`src/rtl/click_decoder_pkg.sv`:
```
// click_decoder_pkg
// Shared types and helpers for the click decoder.
//   state_t            : FSM state encoding (IDLE, COLLECT, REPORT)
//   calc_window_cycles : clock cycles in the inter-press window
package click_decoder_pkg;

  typedef enum logic [1:0] {
    IDLE    = 2'd0,
    COLLECT = 2'd1,
    REPORT  = 2'd2
  } state_t;

  function automatic int calc_window_cycles(input int clk_freq_mhz, input int window_us);
    return clk_freq_mhz * window_us;
  endfunction

endpackage

```
`src/rtl/click_window_timer.sv`:
```
// click_window_timer
// Counts cycles since the last press of an open group.
// Ports:
//   clk_i    : system clock
//   rst_i    : asynchronous active-high reset
//   clear_i  : restart the count at 0 (wins over run_i)
//   run_i    : advance the count while high
//   expire_o : high when the count sits at WINDOW_CYCLES-1 and run_i is high
module click_window_timer #(
  parameter int WINDOW_CYCLES = 8
) (
  input  logic clk_i,
  input  logic rst_i,
  input  logic clear_i,
  input  logic run_i,
  output logic expire_o
);

  localparam int TW = (WINDOW_CYCLES > 1) ? $clog2(WINDOW_CYCLES) : 1;
  localparam logic [TW-1:0] CNT_LAST = TW'(WINDOW_CYCLES - 1);
  localparam logic [TW-1:0] CNT_ONE  = TW'(1);

  logic [TW-1:0] r_count;

  // Window counter; saturates at its last value so it can never wrap.
  always_ff @(posedge clk_i or posedge rst_i) begin
    if (rst_i) begin
      r_count <= {TW{1'b0}};
    end else if (clear_i) begin
      r_count <= {TW{1'b0}};
    end else if (run_i && (r_count != CNT_LAST)) begin
      r_count <= r_count + CNT_ONE;
    end else begin
      r_count <= r_count;
    end
  end

  assign expire_o = run_i && (r_count == CNT_LAST);

endmodule

```
`src/rtl/click_decoder.sv`:
```
// click_decoder
// Groups debounced key-press strobes into single/double/.../MAX_CLICKS
// clicks using an inter-press timeout window, and reports each group once.
// Ports:
//   clk_i             : system clock
//   rst_i             : asynchronous active-high reset
//   key_pressed_stb_i : one-cycle press strobe from the debouncer
//   click_valid_o     : one-cycle strobe, a group is complete
//   click_count_o     : size of the last completed group (held between strobes)
//   busy_o            : high while a group is open or being reported
module click_decoder
  import click_decoder_pkg::*;
#(
  parameter int CLK_FREQ_MHZ = 20,
  parameter int WINDOW_US    = 500,
  parameter int MAX_CLICKS   = 3
) (
  input  logic                            clk_i,
  input  logic                            rst_i,
  input  logic                            key_pressed_stb_i,
  output logic                            click_valid_o,
  output logic [$clog2(MAX_CLICKS+1)-1:0] click_count_o,
  output logic                            busy_o
);

  localparam int WINDOW_CYCLES = calc_window_cycles(CLK_FREQ_MHZ, WINDOW_US);
  localparam int CW            = $clog2(MAX_CLICKS + 1);
  localparam logic [CW-1:0] CNT_ONE  = CW'(1);
  localparam logic [CW-1:0] CNT_MAX  = CW'(MAX_CLICKS);
  localparam logic [CW-1:0] CNT_LAST = CW'(MAX_CLICKS - 1);

  if ((WINDOW_CYCLES < 2) || (MAX_CLICKS < 2)) begin : g_param_check
    $error("click_decoder: WINDOW_CYCLES and MAX_CLICKS must both be at least 2");
  end

  state_t        r_state;
  state_t        w_state_nxt;
  logic [CW-1:0] r_cnt;
  logic [CW-1:0] w_cnt_nxt;
  logic          w_expire;
  logic          w_timer_clear;
  logic          w_timer_run;
  logic          r_click_valid;
  logic [CW-1:0] r_click_count;
  logic          r_busy;
  logic          w_click_valid_nxt;
  logic [CW-1:0] w_click_count_nxt;
  logic          w_busy_nxt;

  // The window restarts on every press and only runs while a group is open.
  assign w_timer_clear = key_pressed_stb_i || (r_state != COLLECT);
  assign w_timer_run   = (r_state == COLLECT);

  click_window_timer #(
    .WINDOW_CYCLES(WINDOW_CYCLES)
  ) u_timer (
    .clk_i   (clk_i),
    .rst_i   (rst_i),
    .clear_i (w_timer_clear),
    .run_i   (w_timer_run),
    .expire_o(w_expire)
  );

  // State and press-count registers.
  always_ff @(posedge clk_i or posedge rst_i) begin
    if (rst_i) begin
      r_state <= IDLE;
      r_cnt   <= {CW{1'b0}};
    end else begin
      r_state <= w_state_nxt;
      r_cnt   <= w_cnt_nxt;
    end
  end

  // Next-state and next-count logic; a press always beats a timeout.
  always_comb begin
    w_state_nxt = r_state;
    w_cnt_nxt   = r_cnt;
    case (r_state)
      IDLE: begin
        if (key_pressed_stb_i) begin
          w_state_nxt = COLLECT;
          w_cnt_nxt   = CNT_ONE;
        end else begin
          w_state_nxt = IDLE;
        end
      end
      COLLECT: begin
        if (key_pressed_stb_i) begin
          if (r_cnt == CNT_LAST) begin
            w_state_nxt = REPORT;
            w_cnt_nxt   = CNT_MAX;
          end else begin
            w_cnt_nxt   = r_cnt + CNT_ONE;
          end
        end else if (w_expire) begin
          w_state_nxt = REPORT;
        end else begin
          w_state_nxt = COLLECT;
        end
      end
      REPORT: begin
        // A press during the report cycle opens the next group.
        if (key_pressed_stb_i) begin
          w_state_nxt = COLLECT;
          w_cnt_nxt   = CNT_ONE;
        end else begin
          w_state_nxt = IDLE;
        end
      end
      default: begin
        w_state_nxt = IDLE;
        w_cnt_nxt   = {CW{1'b0}};
      end
    endcase
  end

  // Output values for the next cycle, derived from the next state so the
  // registered outputs line up with the REPORT cycle.
  always_comb begin
    w_click_valid_nxt = 1'b0;
    w_click_count_nxt = r_click_count;
    w_busy_nxt        = 1'b0;
    if (w_state_nxt == REPORT) begin
      w_click_valid_nxt = 1'b1;
      w_click_count_nxt = w_cnt_nxt;
    end else begin
      w_click_valid_nxt = 1'b0;
      w_click_count_nxt = r_click_count;
    end
    if (w_state_nxt == IDLE) begin
      w_busy_nxt = 1'b0;
    end else begin
      w_busy_nxt = 1'b1;
    end
  end

  // Registered outputs, glitch-free toward the control logic.
  always_ff @(posedge clk_i or posedge rst_i) begin
    if (rst_i) begin
      r_click_valid <= 1'b0;
      r_click_count <= {CW{1'b0}};
      r_busy        <= 1'b0;
    end else begin
      r_click_valid <= w_click_valid_nxt;
      r_click_count <= w_click_count_nxt;
      r_busy        <= w_busy_nxt;
    end
  end

  assign click_valid_o = r_click_valid;
  assign click_count_o = r_click_count;
  assign busy_o        = r_busy;

endmodule

```
`config.mk`:
```
export PLATFORM = sky130hd
export DESIGN_NAME = click_decoder
export DESIGN_NICKNAME = d
export VERILOG_FILES = /design/src/rtl/click_decoder_pkg.sv /design/src/rtl/click_window_timer.sv /design/src/rtl/click_decoder.sv
export SDC_FILE = /design/constraint.sdc
export NUM_CORES = 1
export LEC_CHECK = 0
export ABC_AREA = 1
export BUFFER_PORTS_ARGS = -buffer_cell sky130_fd_sc_hd__buf_2
export CORE_AREA = 2 2 60 91
export DETAILED_ROUTE_END_ITERATION = 10
export DIE_AREA = 0 0 62 93
export GPL_ROUTABILITY_DRIVEN = 0
export SKIP_LAST_GASP = 1
export SLEW_MARGIN = 20
export SYNTH_ARGS = -nofsm -noshare
export SYNTH_HDL_FRONTEND = slang
export SYNTH_HIERARCHICAL = 1
export SYNTH_SLANG_ARGS = --single-unit
```
`constraint.sdc`:
```
create_clock -name clk_i -period 3.1 [get_ports clk_i]
set_input_delay 0.62 -clock clk_i [delete_from_list [all_inputs] [get_ports clk_i]]
set_output_delay 0.62 -clock clk_i [all_outputs]
set_load 0.01 [all_outputs]
```
Word level (Yosys, flattened, before mapping). Cells that the tools add are included. Widths: inputs -> output; s select.

Output and inout bits: 4. Register bits after elaboration: 22.

Reductions and logical operators: 7. Mux-type cells: 13. Eq/ne operators: 7. Add/sub/neg operators: 2.

Operators with widths (count): $mux 14 (2); $add 14x1->14 const B (1); $eq 14x14->1 const B (1); $ne 14x14->1 const B (1); $mux 2 (6); $pmux 2 s2 (2); $eq 2x2->1 const B (3); $logic_not 2->1 (2); $mux 1 (3); $add 2x1->2 const B (1); $eq 2x1->1 const B (1); $logic_and 1x1->1 (2); $ne 2x1->1 const B (1); $reduce_bool 2->1 (1); $reduce_or 2->1 (1); $logic_or 1x1->1 (1).

Depth between registers and ports, before layout.
Word-level depth: 7. Depth in mapped cells: 11. Mapped depth without buffers: 11.

Cells and area by module. The synthesis kept the hierarchy.

Modules (own cells, without submodules): click_window_timer (area each 955.9 µm², cells an instance 136, instances 1); click_decoder (area each 404.1 µm², cells an instance 41, instances 1).

Worst setup path after synthesis. Ideal clock, no wire load.

Path type: reg2reg. Start: register u_timer.r_count[0]. End: register r_state[0]. Arrival time: 1.345 ns. Required time: 2.981 ns. Setup time: 0.119 ns. Slack: 1.636 ns. Stages on the path, launching flop included: 10. Clock period less this slack: 1.464 ns. Buffers on the path: 0. Cell sequence: dfrtp_1 > ha_1 > inv_1 > nor3_1 > nand3_1 > nor2_1 > inv_1 > nand2_2 > nand2_4 > a21bo_2.

Longest elaborated chain between the ends: 5.

RTL lines: start: declaration (line click_window_timer.sv:23) `logic [TW-1:0] r_count;`; start signal: assignment (line click_window_timer.sv:28) `r_count <= {TW{1'b0}};`; start signal: assignment (line click_window_timer.sv:30) `r_count <= {TW{1'b0}};`; start signal: assignment (line click_window_timer.sv:32) `r_count <= r_count + CNT_ONE;`; $eq 14x14->1 (line click_window_timer.sv:38) `assign expire_o = run_i && (r_count == CNT_LAST);`; $logic_and 1x1->1 (line click_window_timer.sv:38); net w_expire (line click_decoder.sv:40) `logic w_expire;`; $mux 2 (line click_decoder.sv:96) `end else if (w_expire) begin`; $mux 2 (line click_decoder.sv:89) `if (key_pressed_stb_i) begin`; $pmux 2 s2 (line click_decoder.sv:79) `case (r_state)`; net w_state_nxt[0] (line click_decoder.sv:37) `state_t w_state_nxt;`; end signal: assignment (line click_decoder.sv:70) `r_state <= w_state_nxt;`; end: declaration (line click_decoder.sv:36) `state_t r_state;`.

The timed path passes the listed nets, and every way through them passes these cells. A chain may end at the register's enable or synchronous reset.

Worst setup path after layout.
Start: register u_timer.r_count[0]. End: register u_timer.r_count[10].

Longest elaborated chain between the ends: 3.

RTL lines: $add 14x1->14 / $ne 14x14->1 (equally long branches) (line click_window_timer.sv:32, click_window_timer.sv:31); $mux 14 / $logic_and 1x1->1 (equally long branches) (line click_window_timer.sv:31) `end else if (run_i && (r_count != CNT_LAST)) begin`; $mux 14 / $reduce_bool 2->1 (equally long branches).

Several ways; a longest one is shown, not always the timed one. The select of a mux whose other input is x is not followed.

==> summary.txt <==
Outcome
  • Status: complete, no violations

Placement
  • Post-DP HPWL: a little over 2 mm
  • I/O Buffers: 6

Logic synthesis
  • Yosys reg bits: 22
  • Share of the synthesized area in the top cell type: 40.48%
  • Synthesized area: 1360 µm²
  • Synth area leaders: dfrtp_1 40%, nand2_1 17%, nand3_1 5.5%, nand4_1 5.1%, nor2_1 5.0%
  • Synth Warn #: 6
  • Average size of a mapped cell: 7.684 µm²
  • Syn_nets: approximately 180
  • Library cells used by synthesis: 26
  • Sequential area share after synthesis: 40.48%
  • Mapped Cells: around 180
  • Leading area contributor after synthesis: dfrtp_1

Global route
  • Total gr overflow: 0
  • Initial antenna violation count: 0
  • Total track usage: 11.03%
  • Largest net degree at the start of global routing: 17
  • Vias in the first global route: ~1100
  • First-pass GRT wire length: 4.940 mm

Clock tree
  • Clock tree buffer depth: 2
  • CTS H-tree lvls: 1
  • Clk sinks: 22
  • TritonCTS buffer count: 3
  • Clock Tree Root: clkbuf_8
  • TritonCTS clock tree: built
  • Latest clock arrival within the worst-skew pair: 0.27 ns
  • Clk slew on worst S/H paths: 0.09 ns
  • Setup Fix Bufs, Post-CTS: 0
  • Hold-fix buffers, CTS: 0
  • Post-CTS sizing: 0

Worst setup path
  • Critical path class: reg -> reg
  • Critical path peak fanout: 16
  • Worst setup EP type: flip-flop
  • Worst Setup Start Kind: flip-flop
  • Critical path required time: 3.26 ns
  • Crit path DAT: 1.83 ns

Drt
  • Routed WL: 2.804 mm
  • Routed vias/inst: 4.504
  • Remaining antenna violation count: 0
  • DR vias: 1135
  • Residual DRC: 0
  • First-pass DRT Iterations: 4
  • Iter 0 DRT Violations: 42
  • Post-DR wirelength/cell: 11.13 µm

Timing
  • Crit path time final: 1.674 ns
  • Worst Skew: 0.006223 ns
  • Worst slew pin tran: 0.5773 ns
  • TNS Setup: 0 ns
  • Fmax: 0.5972 GHz
  • Final Cycle Share: 54.01%
  • Final setup fails: 0
  • Fin. max-slew vios: 0
  • Final Hold Fails: 0
  • Relative slew slack: approximately three fifths
  • Unrepaired setup endpoints after global routing: false

Layout
  • Layout area overhead: 12.05%
  • FILL cells: 530
  • Share of layout cells above drive strength 1: ~13%
  • Diodes inserted: 0
  • Nets: 192

Pwr
  • Static leakage: 0.7642 nW
  • Power Dens Cells: 619.8 nW/µm²
  • Pwr Total: 0.9445 mW
  • Max IR drop VDD: 0.3765 mV

Floorplan
  • Die W: 62 µm
  • IO Count: 7
  • CORE AREA: 5005 µm²
  • Die height: 93 µm
  • FP Rows: 32
  • Initial core utilization: between 20 and 30%
  • Die ar.: between 5000 and 6000 µm²

Hold path
  • Hold WC Path Type: in -> async

Flow run
  • Max capacitance violation total: 0
==> power by group <==
| part | switching, mW | internal, mW | leakage, nW |
|---|---|---|---|
| clock network | 0.0993 | 0.173 | 0.0357 |
| logic | 0.203 | 0.0993 | 0.433 |
| registers | 0.0337 | 0.336 | 0.295 |
==> registers in the layout, summed over array words and instances (netlist names) <==
register and count:
busy_o 1, click_count_o 2, click_valid_o 1, r_cnt 2
r_state 2, u_timer/r_count 14
==> per-stage QoR <==
stage | instance area [µm²] | hold WS, ns | std cells | util [%] | worst slack (ns)
after floorplan | 1360 | 0.4357 | 177 | - | 1.636
after global placement | 1453 | 0.4659 | 248 | 29.03 | 1.481
after detailed placement | 1453 | 0.4635 | 248 | 29.03 | 1.455
after CTS | 1524 | 0.3018 | 252 | 30.45 | 1.436
after global routing | 1524 | 0.3380 | 252 | 30.45 | 1.278
final | 1524 | 0.2883 | 252 | 30.45 | 1.426
==> path summary, 6_finish.rpt <==
kind,startpoint,to,slack [ns],depth (start not counted)
worst min-delay path,rst_i,r_state[0]$_DFF_PP0_,0.29,2
worst max register to register,u_timer/r_count[0]$_DFFE_PP0P_,u_timer/r_count[10]$_DFFE_PP0P_,1.43,9
worst min register to register,click_count_o[0]$_DFFE_PP0N_,click_count_o[0]$_DFFE_PP0N_,0.49,2
min in group clk_i,click_count_o[0]$_DFFE_PP0N_,click_count_o[0]$_DFFE_PP0N_,0.49,2
worst max-delay path,u_timer/r_count[0]$_DFFE_PP0P_,u_timer/r_count[10]$_DFFE_PP0P_,1.43,9
max in group asynchronous,rst_i,u_timer/r_count[7]$_DFFE_PP0P_,2.31,2
==> critical path, cell delays in order, from the launching register on <==
cell	delay [ns]
dfrtp_1	0.43
ha_1	0.24
inv_1	0.11
nor2_4	0.05
nand2_1	0.07
nor2_2	0.05
nor2_4	0.32
nor2_4	0.14
nand2_1	0.09
nand2_1	0.05
==> logic make-up (layout without fill, tap and decap cells) <==
family / count (synthesis) / after routing / synth area share, %
compound gates: 4 / 4 / 2.392
xor+xnor: 5 / 5 / 3.220
fa+ha+maj: 4 / 4 / 3.680
buf+inv: 22 / 29 / 7.084
flops: 22 / 22 / 40.48
simple gates: 120 / 120 / 43.15
==> metal layers <==
metal	up-vias	part of all wire (%)	wire (µm)	track usage, %
met5	-	0	0	0
met2	15	52	1471	17.97
met4	0	1.0	29	4.255
met3	4	2.5	69	1.936
li1	582	-	-	-
met1	534	44	1233	14.00
==> layout by cell type, fill, tap and decap left out, drive strengths merged, types with 2 or more instances in the layout <==
cell type | synthesis | final
nand2 | 63 | 63
nor2 | 24 | 24
dfrtp | 22 | 22
inv | 19 | 19
nand3 | 15 | 15
nand4 | 11 | 11
buf | 3 | 6
ha | 4 | 4
nand3b | 3 | 3
clkbuf | 0 | 3
xor2 | 3 | 3
xnor2 | 2 | 2
a21o | 2 | 2
nor4 | 2 | 2
==> cells in the mapped netlist <==
library cell	count
inv_2	2
a22oi_1	1
nor3_1	1
a21o_1	2
xnor2_1	2
buf_6	1
ha_1	4
buf_1	1
nand3_1	15
nand2_1	60
nor2_8	2
nand2_2	2
nand2_4	1
a21bo_2	1
nand3b_1	3
nor2_4	3
nor4_1	2
or2_1	1
inv_4	1
buf_4	1
inv_1	16
nor2_2	1
dfrtp_1	22
xor2_1	3
nand4_1	11
nor2_1	18
==> final cells by class <==
cell class,count,area (µm²),share of cell area [%]
Multi-Input combinational cell,133,713.2,46.80
Sequential cell,22,550.5,36.12
Clock buffer,3,41.29,2.709
Inverter,19,73.82,4.844
Timing Repair Buffer,6,30.03,1.970
Tap cell,68,85.08,5.583
Clock inverter,1,30.03,1.970
Note: power is estimated with default switching activity, not from simulation.
